--- src/rtl/pvr_vram_arb_if.sv ---
// pvr_vram_arb_if: requester and VRAM port signals shared by the PVR VRAM arbiter.
interface pvr_vram_arb_if #(
  parameter int ADDR_W = 24,
  parameter int DATA_W = 32
);
  logic ra_req, isp_req, tex_req;
  logic ra_we, isp_we, tex_we;
  logic [ADDR_W-1:0] ra_addr, isp_addr, tex_addr;
  logic [DATA_W-1:0] ra_wdata, isp_wdata, tex_wdata;
  logic ra_gnt, isp_gnt, tex_gnt;
  logic ra_rvalid, isp_rvalid, tex_rvalid;
  logic [DATA_W-1:0] ra_rdata, isp_rdata, tex_rdata;
  logic mem_rd, mem_wr, mem_ready, mem_rvalid;
  logic [ADDR_W-1:0] mem_addr;
  logic [DATA_W-1:0] mem_wdata, mem_rdata;
  modport master (
    output ra_req, isp_req, tex_req, ra_we, isp_we, tex_we,
           ra_addr, isp_addr, tex_addr, ra_wdata, isp_wdata, tex_wdata,
           mem_ready, mem_rvalid, mem_rdata,
    input  ra_gnt, isp_gnt, tex_gnt, ra_rvalid, isp_rvalid, tex_rvalid,
           ra_rdata, isp_rdata, tex_rdata, mem_rd, mem_wr, mem_addr, mem_wdata
  );
  modport slave (
    input  ra_req, isp_req, tex_req, ra_we, isp_we, tex_we,
           ra_addr, isp_addr, tex_addr, ra_wdata, isp_wdata, tex_wdata,
           mem_ready, mem_rvalid, mem_rdata,
    output ra_gnt, isp_gnt, tex_gnt, ra_rvalid, isp_rvalid, tex_rvalid,
           ra_rdata, isp_rdata, tex_rdata, mem_rd, mem_wr, mem_addr, mem_wdata
  );
endinterface

--- src/rtl/pvr_vram_arb.sv ---
// pvr_vram_arb: round-robin arbiter sharing the single PVR VRAM port among ra, isp and tex.
module pvr_vram_arb #(
  parameter int ADDR_W = 24,
  parameter int DATA_W = 32
) (
  input  logic          clk_i,
  input  logic          rst_i,
  pvr_vram_arb_if.slave bus,
  output logic          orphan_err_o
);
  localparam logic [1:0] IDLE = 2'd0, ISSUE = 2'd1, WAIT_RD = 2'd2, WDONE = 2'd3;
  logic [2:0] req, we;
  logic [ADDR_W-1:0] addr [3];
  logic [DATA_W-1:0] wdata [3];
  logic [1:0] state_q, state_d, ptr_q, ptr_d, own_q, own_d, idx1, idx2, win;
  logic we_q, we_d, mem_rd_q, mem_rd_d, mem_wr_q, mem_wr_d, orphan_q, orphan_d;
  logic take, accept, rd_done;
  logic [ADDR_W-1:0] addr_q, addr_d;
  logic [DATA_W-1:0] wdata_q, wdata_d;
  logic [2:0] gnt_q, gnt_d, rvalid_q, rvalid_d;
  logic [DATA_W-1:0] rdata_q [3];
  logic [DATA_W-1:0] rdata_d [3];
  assign req = {bus.tex_req, bus.isp_req, bus.ra_req};
  assign we = {bus.tex_we, bus.isp_we, bus.ra_we};
  assign addr[0] = bus.ra_addr;
  assign addr[1] = bus.isp_addr;
  assign addr[2] = bus.tex_addr;
  assign wdata[0] = bus.ra_wdata;
  assign wdata[1] = bus.isp_wdata;
  assign wdata[2] = bus.tex_wdata;
  always_comb begin
    idx1 = (ptr_q == 2'd2) ? 2'd0 : ptr_q + 2'd1;
    idx2 = (ptr_q == 2'd0) ? 2'd2 : ptr_q - 2'd1;
    win = req[ptr_q] ? ptr_q : req[idx1] ? idx1 : idx2;
    // the cycle carrying a read's rvalid pulse is not a sampling cycle
    take = state_q == IDLE && |req && ~|rvalid_q;
    accept = state_q == ISSUE && bus.mem_ready;
    rd_done = state_q == WAIT_RD && bus.mem_rvalid;
    state_d = take ? ISSUE : accept ? (we_q ? WDONE : WAIT_RD) :
              (rd_done || state_q == WDONE) ? IDLE : state_q;
    own_d = take ? win : own_q;
    we_d = take ? we[win] : we_q;
    addr_d = take ? addr[win] : addr_q;
    wdata_d = take ? wdata[win] : wdata_q;
    ptr_d = accept ? ((own_q == 2'd2) ? 2'd0 : own_q + 2'd1) : ptr_q;
    gnt_d = accept ? 3'd1 << own_q : 3'd0;
    rvalid_d = rd_done ? 3'd1 << own_q : 3'd0;
    for (int i = 0; i < 3; i++) rdata_d[i] = (rd_done && own_q == 2'(i)) ? bus.mem_rdata : rdata_q[i];
    mem_rd_d = state_d == ISSUE && !we_d;
    mem_wr_d = state_d == ISSUE && we_d;
    orphan_d = orphan_q || (bus.mem_rvalid && state_q != WAIT_RD);
  end
  always_ff @(posedge clk_i or posedge rst_i) begin
    if (rst_i) begin
      state_q <= IDLE;
      ptr_q <= 2'd0;
      own_q <= 2'd0;
      we_q <= 1'b0;
      addr_q <= '0;
      wdata_q <= '0;
      gnt_q <= 3'd0;
      rvalid_q <= 3'd0;
      rdata_q <= '{default: '0};
      mem_rd_q <= 1'b0;
      mem_wr_q <= 1'b0;
      orphan_q <= 1'b0;
    end else begin
      state_q <= state_d;
      ptr_q <= ptr_d;
      own_q <= own_d;
      we_q <= we_d;
      addr_q <= addr_d;
      wdata_q <= wdata_d;
      gnt_q <= gnt_d;
      rvalid_q <= rvalid_d;
      rdata_q <= rdata_d;
      mem_rd_q <= mem_rd_d;
      mem_wr_q <= mem_wr_d;
      orphan_q <= orphan_d;
    end
  end
  assign {bus.tex_gnt, bus.isp_gnt, bus.ra_gnt} = gnt_q;
  assign {bus.tex_rvalid, bus.isp_rvalid, bus.ra_rvalid} = rvalid_q;
  assign bus.ra_rdata = rdata_q[0];
  assign bus.isp_rdata = rdata_q[1];
  assign bus.tex_rdata = rdata_q[2];
  assign bus.mem_rd = mem_rd_q;
  assign bus.mem_wr = mem_wr_q;
  assign bus.mem_addr = addr_q;
  assign bus.mem_wdata = wdata_q;
  assign orphan_err_o = orphan_q;
endmodule
--- src/flat_wrapper.sv ---
// flat-port wrapper written by rule: the top's interface ports become plain ports
module pvr_vram_arb_flat 
#(
  parameter int ADDR_W = 24,
  parameter int DATA_W = 32
)
  (clk_i, rst_i, orphan_err_o, bus_ra_req, bus_isp_req, bus_tex_req, bus_ra_we, bus_isp_we, bus_tex_we, bus_ra_addr, bus_isp_addr, bus_tex_addr, bus_ra_wdata, bus_isp_wdata, bus_tex_wdata, bus_mem_ready, bus_mem_rvalid, bus_mem_rdata, bus_ra_gnt, bus_isp_gnt, bus_tex_gnt, bus_ra_rvalid, bus_isp_rvalid, bus_tex_rvalid, bus_ra_rdata, bus_isp_rdata, bus_tex_rdata, bus_mem_rd, bus_mem_wr, bus_mem_addr, bus_mem_wdata);
  pvr_vram_arb_if #(.ADDR_W(ADDR_W), .DATA_W(DATA_W)) bus_i ();
  input  logic clk_i;
  input  logic rst_i;
  output logic orphan_err_o;
  input wire logic [$bits(bus_i.ra_req)-1:0] bus_ra_req;
  input wire logic [$bits(bus_i.isp_req)-1:0] bus_isp_req;
  input wire logic [$bits(bus_i.tex_req)-1:0] bus_tex_req;
  input wire logic [$bits(bus_i.ra_we)-1:0] bus_ra_we;
  input wire logic [$bits(bus_i.isp_we)-1:0] bus_isp_we;
  input wire logic [$bits(bus_i.tex_we)-1:0] bus_tex_we;
  input wire logic [$bits(bus_i.ra_addr)-1:0] bus_ra_addr;
  input wire logic [$bits(bus_i.isp_addr)-1:0] bus_isp_addr;
  input wire logic [$bits(bus_i.tex_addr)-1:0] bus_tex_addr;
  input wire logic [$bits(bus_i.ra_wdata)-1:0] bus_ra_wdata;
  input wire logic [$bits(bus_i.isp_wdata)-1:0] bus_isp_wdata;
  input wire logic [$bits(bus_i.tex_wdata)-1:0] bus_tex_wdata;
  input wire logic [$bits(bus_i.mem_ready)-1:0] bus_mem_ready;
  input wire logic [$bits(bus_i.mem_rvalid)-1:0] bus_mem_rvalid;
  input wire logic [$bits(bus_i.mem_rdata)-1:0] bus_mem_rdata;
  output wire logic [$bits(bus_i.ra_gnt)-1:0] bus_ra_gnt;
  output wire logic [$bits(bus_i.isp_gnt)-1:0] bus_isp_gnt;
  output wire logic [$bits(bus_i.tex_gnt)-1:0] bus_tex_gnt;
  output wire logic [$bits(bus_i.ra_rvalid)-1:0] bus_ra_rvalid;
  output wire logic [$bits(bus_i.isp_rvalid)-1:0] bus_isp_rvalid;
  output wire logic [$bits(bus_i.tex_rvalid)-1:0] bus_tex_rvalid;
  output wire logic [$bits(bus_i.ra_rdata)-1:0] bus_ra_rdata;
  output wire logic [$bits(bus_i.isp_rdata)-1:0] bus_isp_rdata;
  output wire logic [$bits(bus_i.tex_rdata)-1:0] bus_tex_rdata;
  output wire logic [$bits(bus_i.mem_rd)-1:0] bus_mem_rd;
  output wire logic [$bits(bus_i.mem_wr)-1:0] bus_mem_wr;
  output wire logic [$bits(bus_i.mem_addr)-1:0] bus_mem_addr;
  output wire logic [$bits(bus_i.mem_wdata)-1:0] bus_mem_wdata;
  assign bus_i.ra_req = bus_ra_req;
  assign bus_i.isp_req = bus_isp_req;
  assign bus_i.tex_req = bus_tex_req;
  assign bus_i.ra_we = bus_ra_we;
  assign bus_i.isp_we = bus_isp_we;
  assign bus_i.tex_we = bus_tex_we;
  assign bus_i.ra_addr = bus_ra_addr;
  assign bus_i.isp_addr = bus_isp_addr;
  assign bus_i.tex_addr = bus_tex_addr;
  assign bus_i.ra_wdata = bus_ra_wdata;
  assign bus_i.isp_wdata = bus_isp_wdata;
  assign bus_i.tex_wdata = bus_tex_wdata;
  assign bus_i.mem_ready = bus_mem_ready;
  assign bus_i.mem_rvalid = bus_mem_rvalid;
  assign bus_i.mem_rdata = bus_mem_rdata;
  assign bus_ra_gnt = bus_i.ra_gnt;
  assign bus_isp_gnt = bus_i.isp_gnt;
  assign bus_tex_gnt = bus_i.tex_gnt;
  assign bus_ra_rvalid = bus_i.ra_rvalid;
  assign bus_isp_rvalid = bus_i.isp_rvalid;
  assign bus_tex_rvalid = bus_i.tex_rvalid;
  assign bus_ra_rdata = bus_i.ra_rdata;
  assign bus_isp_rdata = bus_i.isp_rdata;
  assign bus_tex_rdata = bus_i.tex_rdata;
  assign bus_mem_rd = bus_i.mem_rd;
  assign bus_mem_wr = bus_i.mem_wr;
  assign bus_mem_addr = bus_i.mem_addr;
  assign bus_mem_wdata = bus_i.mem_wdata;
  pvr_vram_arb #(.ADDR_W(ADDR_W), .DATA_W(DATA_W)) u_core (.clk_i(clk_i), .rst_i(rst_i), .bus(bus_i), .orphan_err_o(orphan_err_o));
endmodule
--- config.mk ---
export PLATFORM = sky130hd
export DESIGN_NAME = pvr_vram_arb_flat
export DESIGN_NICKNAME = d
export VERILOG_FILES = /design/src/rtl/pvr_vram_arb_if.sv /design/src/rtl/pvr_vram_arb.sv /design/src/flat_wrapper.sv
export SDC_FILE = /design/constraint.sdc
export NUM_CORES = 1
export LEC_CHECK = 0
export ABC_AREA = 1
export CORE_MARGIN = 4
export CORE_UTILIZATION = 42
export DETAILED_ROUTE_END_ITERATION = 16
export PLACE_DENSITY_LB_ADDON = 0.08
export SKIP_LAST_GASP = 1
export SYNTH_ARGS = -nofsm -noshare
export SYNTH_HDL_FRONTEND = slang
export SYNTH_SLANG_ARGS = --single-unit
export TNS_END_PERCENT = 20
--- constraint.sdc ---
create_clock -name clk_i -period 8.25 [get_ports clk_i]
set_input_delay 1.65 -clock clk_i [delete_from_list [all_inputs] [get_ports clk_i]]
set_output_delay 1.65 -clock clk_i [all_outputs]
set_load 0.1 [all_outputs]
==> Word-level counts from Yosys, hierarchy flattened <==
Index checks and enable logic that the tools add are counted.
{ "word_totals": {"reg_bits": 168, "input_bits": 210, "out_inout_bits": 161, "word_cells": 74} }
{ "classes": {"addsub": 3, "magnitude_cmp": 4, "n_eq_ne": 8, "shift": 1, "n_mux": 24, "bitwise_logic": 1, "reduce_logical": 19} }
{ "op_table": {"columns": ["operator", "count"], "rows": [
  ["$bmux W32 S2", 1],
  ["$mux W32", 2],
  ["$bmux W24 S2", 1],
  ["$mux W24", 2],
  ["$mux W2", 8],
  ["$logic_and A1 B1 Y1", 10],
  ["$lt A2 B3 Y1 const B", 3],
  ["$eq A2 B2 Y1 const B", 4],
  ["$bmux W1 S2", 3],
  ["$eq A2 B1 Y1 const B", 3],
  ["$logic_not A2 Y1", 3],
  ["$mux W3", 2],
  ["$reduce_or A3 Y1", 2],
  ["$mux W1", 5],
  ["$add A2 B1 Y2 const B", 2],
  ["$ge A3 B3 Y1 const B", 1],
  ["$not A2 Y3", 1],
  ["$shl A1 B2 Y3 const A", 1],
  ["$logic_not A1 Y1", 2],
  ["$logic_or A1 B1 Y1", 2],
  ["$ne A2 B2 Y1 const B", 1],
  ["$sub A2 B1 Y2 const B", 1]
]} }

==> Depth between registers and ports, before layout <==
Gate-level depths: netlist of run 1.
{ "depth": {"depth_word": 11, "depth_mapped": 16, "mapped_depth_nobuf": 15} }

==> Least setup slack after synthesis of run 1 <==
No wires, ideal clock.
{ "synth_timing": {"kind": "in2reg", "start": "input bus_ra_req", "end": "register u_core.wdata_q[14] (netlist: u_core.bus.mem_wdata[14])", "setup_ns": 0.123, "arrival_ns": 2.575, "required_time_ns": 8.127, "slack_ns": 5.551, "cell_stages": 11, "path_buffers": 1, "cell_sequence": "nand2_1 > nand3_2 > nand2_1 > nand2_1 > nand2_1 > nand2_1 > nand2_2 > inv_2 > buf_2 > o211ai_1 > nand2_1"} }
{ "synth_between": {"elab_chain_len": 8, "word_cells_on_any_way": 13, "cone_classes": "mux (9); bitwise (1); reduce/logical (3)"} }
{ "synth_rtl": {"columns": ["element", "line_no", "text"], "rows": [
  ["from (decl)", "flat_wrapper.sv:12", "input wire logic [$bits(bus_i.ra_req)-1:0] bus_ra_req;"],
  ["$bmux W1 S2", "pvr_vram_arb.sv:34", "win = req[ptr_q] ? ptr_q : req[idx1] ? idx1 : idx2;"],
  ["$mux W1 (implied by the code)", "pvr_vram_arb.sv:34", null],
  ["$mux W2 (2 in a row)", "pvr_vram_arb.sv:34", null],
  ["$not A2 Y3 (implied by the code)", "pvr_vram_arb.sv:44", "wdata_d = take ? wdata[win] : wdata_q;"],
  ["$bmux W32 S2", "pvr_vram_arb.sv:44", null],
  ["$mux W32 (implied by the code) (2 in a row)", "pvr_vram_arb.sv:44", null],
  ["to (signal assigned)", "pvr_vram_arb.sv:73", "wdata_q <= wdata_d;"],
  ["to (decl)", "pvr_vram_arb.sv:19", "logic [DATA_W-1:0] wdata_q, wdata_d;"]
]} }
Parallel ways exist; a longest one is shown, timed or not. The select of a mux whose other input is x is not followed.
A chain may end at the register's enable or synchronous reset.

==> Final worst setup path of run 1 <==
{ "layout_timing": {"start": "input bus_tex_req", "end": "register u_core.wdata_q[21] (netlist: u_core.bus.mem_wdata[21])"} }
{ "layout_between": {"elab_chain_len": 8, "word_cells_on_any_way": 13, "cone_classes": "mux (9); bitwise (1); reduce/logical (3)"} }
{ "layout_rtl": {"columns": ["element", "line_no", "text"], "rows": [
  ["from (decl)", "flat_wrapper.sv:14", "input wire logic [$bits(bus_i.tex_req)-1:0] bus_tex_req;"],
  ["$bmux W1 S2", "pvr_vram_arb.sv:34", null],
  ["$mux W1 (implied by the code)", "pvr_vram_arb.sv:34", null],
  ["$mux W2 (2 in a row)", "pvr_vram_arb.sv:34", null],
  ["$not A2 Y3 (implied by the code)", "pvr_vram_arb.sv:44", null],
  ["$bmux W32 S2", "pvr_vram_arb.sv:44", null],
  ["$mux W32 (implied by the code) (2 in a row)", "pvr_vram_arb.sv:44", null]
]} }
Parallel ways exist; a longest one is shown, timed or not. The select of a mux whose other input is x is not followed.

==> impl_metrics.ini, run 1 <==
[finish]
fin_nets = 1499
final_area_sq_um = 12700
layout-drive-gt1-share = 0.113
areaGrowthSynthToFinish_pct = 54.2
diodes = 0
fillers = 1552

[worst_setup_path]
critPathTopFamily = buffers and inverters
cp.arrival_ps = 4380
max_stage_delay_ps = 580
crit_buf_inv = 4
crit_chain = clkdlybuf4s50_1, inv_2, o21ai_2, nand3_1, nand2_1, nand2_1, nand2_2, buf_4, inv_2, nand2_1, nand3_1, a21oi_1
cp_max_fo = 63
crit_slowest_cell = inv_2
cp_data_required_time_ps = 8600
crit_top_cell = nand2_1
crit_type = in -> reg
cp-start-kind = input pin
worstSetupEndpointType = flip-flop

[yosys]
synth_top_cell_by_area = dfrtp_1
ys_types = 29
synth_area_leaders = dfrtp_1, mux2_2, nand2_1, nor2_1, inv_1
yosys_warnings = 0
syn_inst = 936
synth_area_per_cell_sq_um = 8.78
yosys.area.top_type_share = 0.511
syn_nets = 1150
yosysSeqAreaShare = 0.511
synth_seq_cells = 168
syn-cell-area_sq_um = 8220

[clock_network]
clock_latency_ps = 430
cts_buffers = 17
h-tree-depth = 4
cts_tree = done
cts_root_buf = clkbuf_16
post_cts_buffers = 0
clk_pin_slew_worst_paths_ps = 70
cts_buffer_depth = 2
clock_sinks = 168
ctsHoldBuffers = 0
post_cts.resized_instances = 0

[timing]
fin_crit_sh = 0.489
setup_tns_ps = 0
drv_slew = 0
finClkSkew_ps = 15.7
hold_viol_final = 0
maxSlewHeadroom = 0.182
max_freq_mhz = 248
setup_viol = 0
worstMarginPinSlew_ps = 1220
period_needed_ps = 4040
rsz0062_at_grt = false

[global_routing]
grt.total_usage = 0.244
antenna_found_initial = 1
grt_pass1_vias = 7691
grt_max_degree = 102
grt-ovfl-total = 0
grt_pass1_wl_mm = 41.9

[placement]
placed_cell_area_sq_um = 12000
dpl.hpwl_mm = 18.6
gp_congestion = 0.809
portBuffers = 370

[route]
drt-pass1-iter-count = 5
vias = 7437
drc_errors = 0
postRouteWirelength_mm = 27.1
antenna_left = 0
routed_via_density = 4.77
avgRoutedWirePerCell_um = 17.4
drt-initial-drc-count = 366

[run]
drv_cap = 0

[floorplan]
coreArea_sq_um = 19000
die_y_um = 148
num_rows = 50
die-area_sq_um = 21900
ios = 371
chipWidth_um = 148
initial_core_util = 0.434

[worst_hold_path]
hp-class = reg -> reg

[outcome]
run_status = complete, no violations
==> registers in the layout, indices dropped and copies added (netlist names), 2 cells and up <==
register              count
u_core.rvalid_q           3
u_core.ptr_q              2
u_core.bus.mem_addr      24
u_core.own_q              2
u_core.bus.tex_rdata     32
u_core.bus.ra_rdata      32
u_core.bus.isp_rdata     32
u_core.state_q            2
u_core.gnt_q              3
u_core.bus.mem_wdata     32
==> stage by stage <==
stage               cells   util  setup slack (ps)  hold slack, ps
global route         1558  0.669              3930             503
finish               1558  0.669              4210             490
CTS                  1558  0.669              4220             493
floorplan             936      -              2050             508
global placement     1526  0.635              3820             466
detailed placement   1526  0.635              3780             475
==> worst paths after layout <==
| check | startpoint | end | slack, ps | depth (start not counted) |
|---|---|---|---|---|
| worst max-delay path | bus_tex_req | u_core.bus.mem_wdata[21] | 4210 | 12 |
| worst min-delay path | u_core.bus.ra_rdata[25] | u_core.bus.ra_rdata[25] | 490 | 1 |
| worst max register to register | u_core.ptr_q[1] | u_core.bus.mem_wdata[21] | 5090 | 15 |
| worst min register to register | u_core.bus.ra_rdata[25] | u_core.bus.ra_rdata[25] | 490 | 1 |
| max in group asynchronous | rst_i | u_core.bus.ra_rdata[25] | 4960 | 3 |
| min in group asynchronous | rst_i | u_core.bus.mem_addr[2] | 1820 | 2 |
==> cell type report <==
cell class	count	area (sq um)	area share
clock inverters	12	185	0.0146
repair buffers	377	3760	0.296
multi-input cells	601	3300	0.260
well taps	260	325	0.0257
flip-flops and latches	168	4200	0.332
clock buffers	20	457	0.0360
inverters	120	455	0.0359
==> cells in the mapped netlist (all sizes together) <==
library cell  count
nand2           211
dfrtp           168
nor2            157
inv             120
mux2             96
nand3            60
a21oi            52
buf              40
clkbuf            7
o211ai            7
nor3              5
ha                4
a21boi            3
o21ai             2
or2               2
a21o              1
o21bai            1
==> worst reg2reg max path, cell delays in order, from the launching register on <==
cell and delay (ps):
dfrtp_1 430, inv_1 180, ha_1 220, inv_1 70, nand2_1 90, nand3_2 100
nand2_1 70, nand2_1 60, nand2_1 50, nand2_1 70, nand2_2 60, buf_4 570
inv_2 590, nand2_1 260, nand3_1 90, a21oi_1 180
==> placed cells by master, fill, tap and decap left out, types with 4 or more instances in the layout <==
cell / count
nand2_1: 206
mux2_1: 9
inv_1: 116
a21oi_1: 51
nand2_2: 5
bufinv_16: 4
o211ai_1: 7
inv_6: 5
ha_1: 4
clkbuf_16: 17
dfrtp_1: 168
nand3_1: 57
mux2_2: 87
buf_4: 7
nor2_1: 154
clkdlybuf4s50_1: 370
==> cell families after synthesis <==
kind of cell             Yosys count  share of synthesized area
buffers and inverters            167                     0.0903
multiplexers                      96                      0.132
adder cells (fa/ha/maj)            4                    0.00609
flip-flops                       168                      0.511
AND/OR/NAND/NOR                  435                      0.216
AO/OA/AOI/OAI                     66                     0.0452
==> routing by layer <==
metal | share of wire | wire (um) | GRT usage
met1 | 0.40 | 10800 | 0.297
met2 | 0.47 | 12800 | 0.399
met5 | 0.00048 | 13 | 0
met3 | 0.099 | 2680 | 0.0935
met4 | 0.028 | 770 | 0.0850
Power of run 1 is not shown: default switching activity piles up to over one toggle a cycle in this logic, so the estimate is an artifact.
==> run 2: changes to the inputs <==
--- a/config.mk
+++ b/config.mk
@@ -7,7 +7,7 @@
 export LEC_CHECK = 0
 export ABC_AREA = 1
 export CORE_MARGIN = 4
-export CORE_UTILIZATION = 42
+export CORE_UTILIZATION = 38
 export DETAILED_ROUTE_END_ITERATION = 16
 export PLACE_DENSITY_LB_ADDON = 0.08
 export SKIP_LAST_GASP = 1
==> constraint.sdc (replaced) <==
create_clock -name clk_i -period 3.7 [get_ports clk_i]
set_input_delay 0.74 -clock clk_i [delete_from_list [all_inputs] [get_ports clk_i]]
set_output_delay 0.74 -clock clk_i [all_outputs]
set_load 0.1 [all_outputs]
==> run 2 against run 1 <==
Via count decreased by 0.47%; flip-flop and latch count unchanged; critical path depth shrank 11; register-to-register slack lost 3900 ps; design area increased by 0.77%; routed wire length decreased by 1.6%; worst hold slack worse by 13 ps; highest routed layer is now met4; sequential share of layout area down 0.25 points.
==> impl_metrics.ini, run 2 (same netlist as run 1, synthesis figures left out) <==
[worst_setup_path]
crit_slowest_cell = clkdlybuf4s50_1
cp-start-kind = flip-flop
cp.arrival_ps = 1970
rr_startpoint = u_core.ptr_q[1]
cp_max_fo = 2
critPathTopFamily = buffers and inverters
r2r_slack_ps = 1160
crit_chain = clkdlybuf4s50_1
cp_data_required_time_ps = 2960
reg2reg_to = u_core.bus.mem_addr[0]
max_stage_delay_ps = 1210
crit_buf_inv = 1
crit_type = reg -> out
r2r_cells = 14
worstSetupEndpointType = output pin

[route]
avgRoutedWirePerCell_um = 16.8
postRouteWirelength_mm = 26.6
drc_errors = 0
vias = 7402
routed_via_density = 4.68
drt-pass1-iter-count = 4
drt-initial-drc-count = 417
antenna_left = 0

[clock_network]
clk_pin_slew_worst_paths_ps = 70
post_cts_buffers = 0
cts_root_buf = clkbuf_16
cts_buffer_depth = 2
post_cts.resized_instances = 0
h-tree-depth = 4
cts_tree = done
clock_latency_ps = 430
ctsHoldBuffers = 0
cts_buffers = 17
clock_sinks = 168

[global_routing]
grt_max_degree = 101
grt-ovfl-total = 0
grt_pass1_wl_mm = 41.4
grt.total_usage = 0.219
grt_pass1_vias = 7399
antenna_found_initial = 0

[timing]
setup_viol = 0
setup_tns_ps = 0
hold_viol_final = 0
finClkSkew_ps = 17.6
fin_crit_sh = 0.734
drv_slew = 0
max_freq_mhz = 368
period_needed_ps = 2710
rsz0062_at_grt = false
worstMarginPinSlew_ps = 1070
maxSlewHeadroom = 0.283

[placement]
dp.cells = 1549
placed_cell_area_sq_um = 12200
gp_congestion = 0.814
dpl.hpwl_mm = 19.4
portBuffers = 370

[finish]
final_cells = 1582
fin_nets = 1507
final_common_cell = clkdlybuf4s50_1
mostFrequentLayoutCells = clkdlybuf4s50_1, nand2_1, dfrtp_1
layout-drive-gt1-share = 0.121
areaGrowthSynthToFinish_pct = 55.4
final_area_sq_um = 12800

[floorplan]
die-area_sq_um = 24000
chipWidth_um = 155
die_y_um = 155
num_rows = 53
coreArea_sq_um = 21200
ios = 371
initial_core_util = 0.389

[worst_hold_path]
hp-class = reg -> reg
hold_end = u_core.orphan_err_o
hold_depth = 1
min_from = u_core.orphan_err_o

[run]
drv_cap = 0

[outcome]
run_status = complete, no violations
## run 2: changes by cell type in the layout (fill, tap and decap cells not counted)
cell             delta
clkinvlp_4          +1
bufinv_16           -4
buf_4               +6
clkinv_8            +6
diode_2             +1
clkdlybuf4s50_1     -2
buf_12              +4
inv_6               -1
clkbuf_8            -1
clkinv_2            -2
clkbuf_1            -1
inv_8               +2
## run 2: worst max path at each step
stage	from	slack, ps	cells past startpoint	end
6_report	u_core.rvalid_q[2]	990	1	bus_tex_rvalid
5_1_grt	u_core.ptr_q[1]	820	12	u_core.bus.mem_wdata[20]
4_1_cts	u_core.rvalid_q[2]	960	1	bus_tex_rvalid
3_5_place_dp	bus_tex_req	650	7	u_core.bus.mem_wdata[22]
3_3_place_gp	bus_tex_req	710	7	u_core.bus.mem_wdata[20]
2_1_floorplan	rst_i	820	1	u_core.bus.isp_rdata[0]
## run 2: through the flow
step / setup slack [ps] / hold WS (ps) / utilization
after floorplan: 819 / 508 / -
after global placement: 711 / 466 / 0.575
after detailed placement: 646 / 465 / 0.575
after CTS: 963 / 485 / 0.604
after global routing: 822 / 502 / 0.604
final: 985 / 478 / 0.604
## run 2: cell type report
class	instances	area, sq um
fillers	1889	8380
inverters	120	454
diodes	1	2.50
flip-flops and latches	168	4200
multi-input cells	601	3300
repair buffers	385	3860
well taps	275	344
clock inverters	14	175
clock buffers	18	439
## run 2: per-layer routing
layer,track usage,part of all wire,vias to the layer above
li1,-,-,3635
met1,0.267,0.41,3458
met2,0.359,0.48,274
met3,0.0823,0.096,35
met4,0.0711,0.022,0
met5,0,0,-
## run 2: worst reg2reg max path, cell delays in order (launching register included)
cell     delay (ps)
dfrtp_1         440
inv_1           190
ha_1            220
inv_1            70
nand2_1          80
nand2_1          50
nand2_1          50
nand2_1          50
nand2_1         110
nand2_1         100
nand2_2         430
buf_4           310
nor2_1           70
a21oi_1         160
a21oi_1          80
Power of run 2 is left out for the same reason.
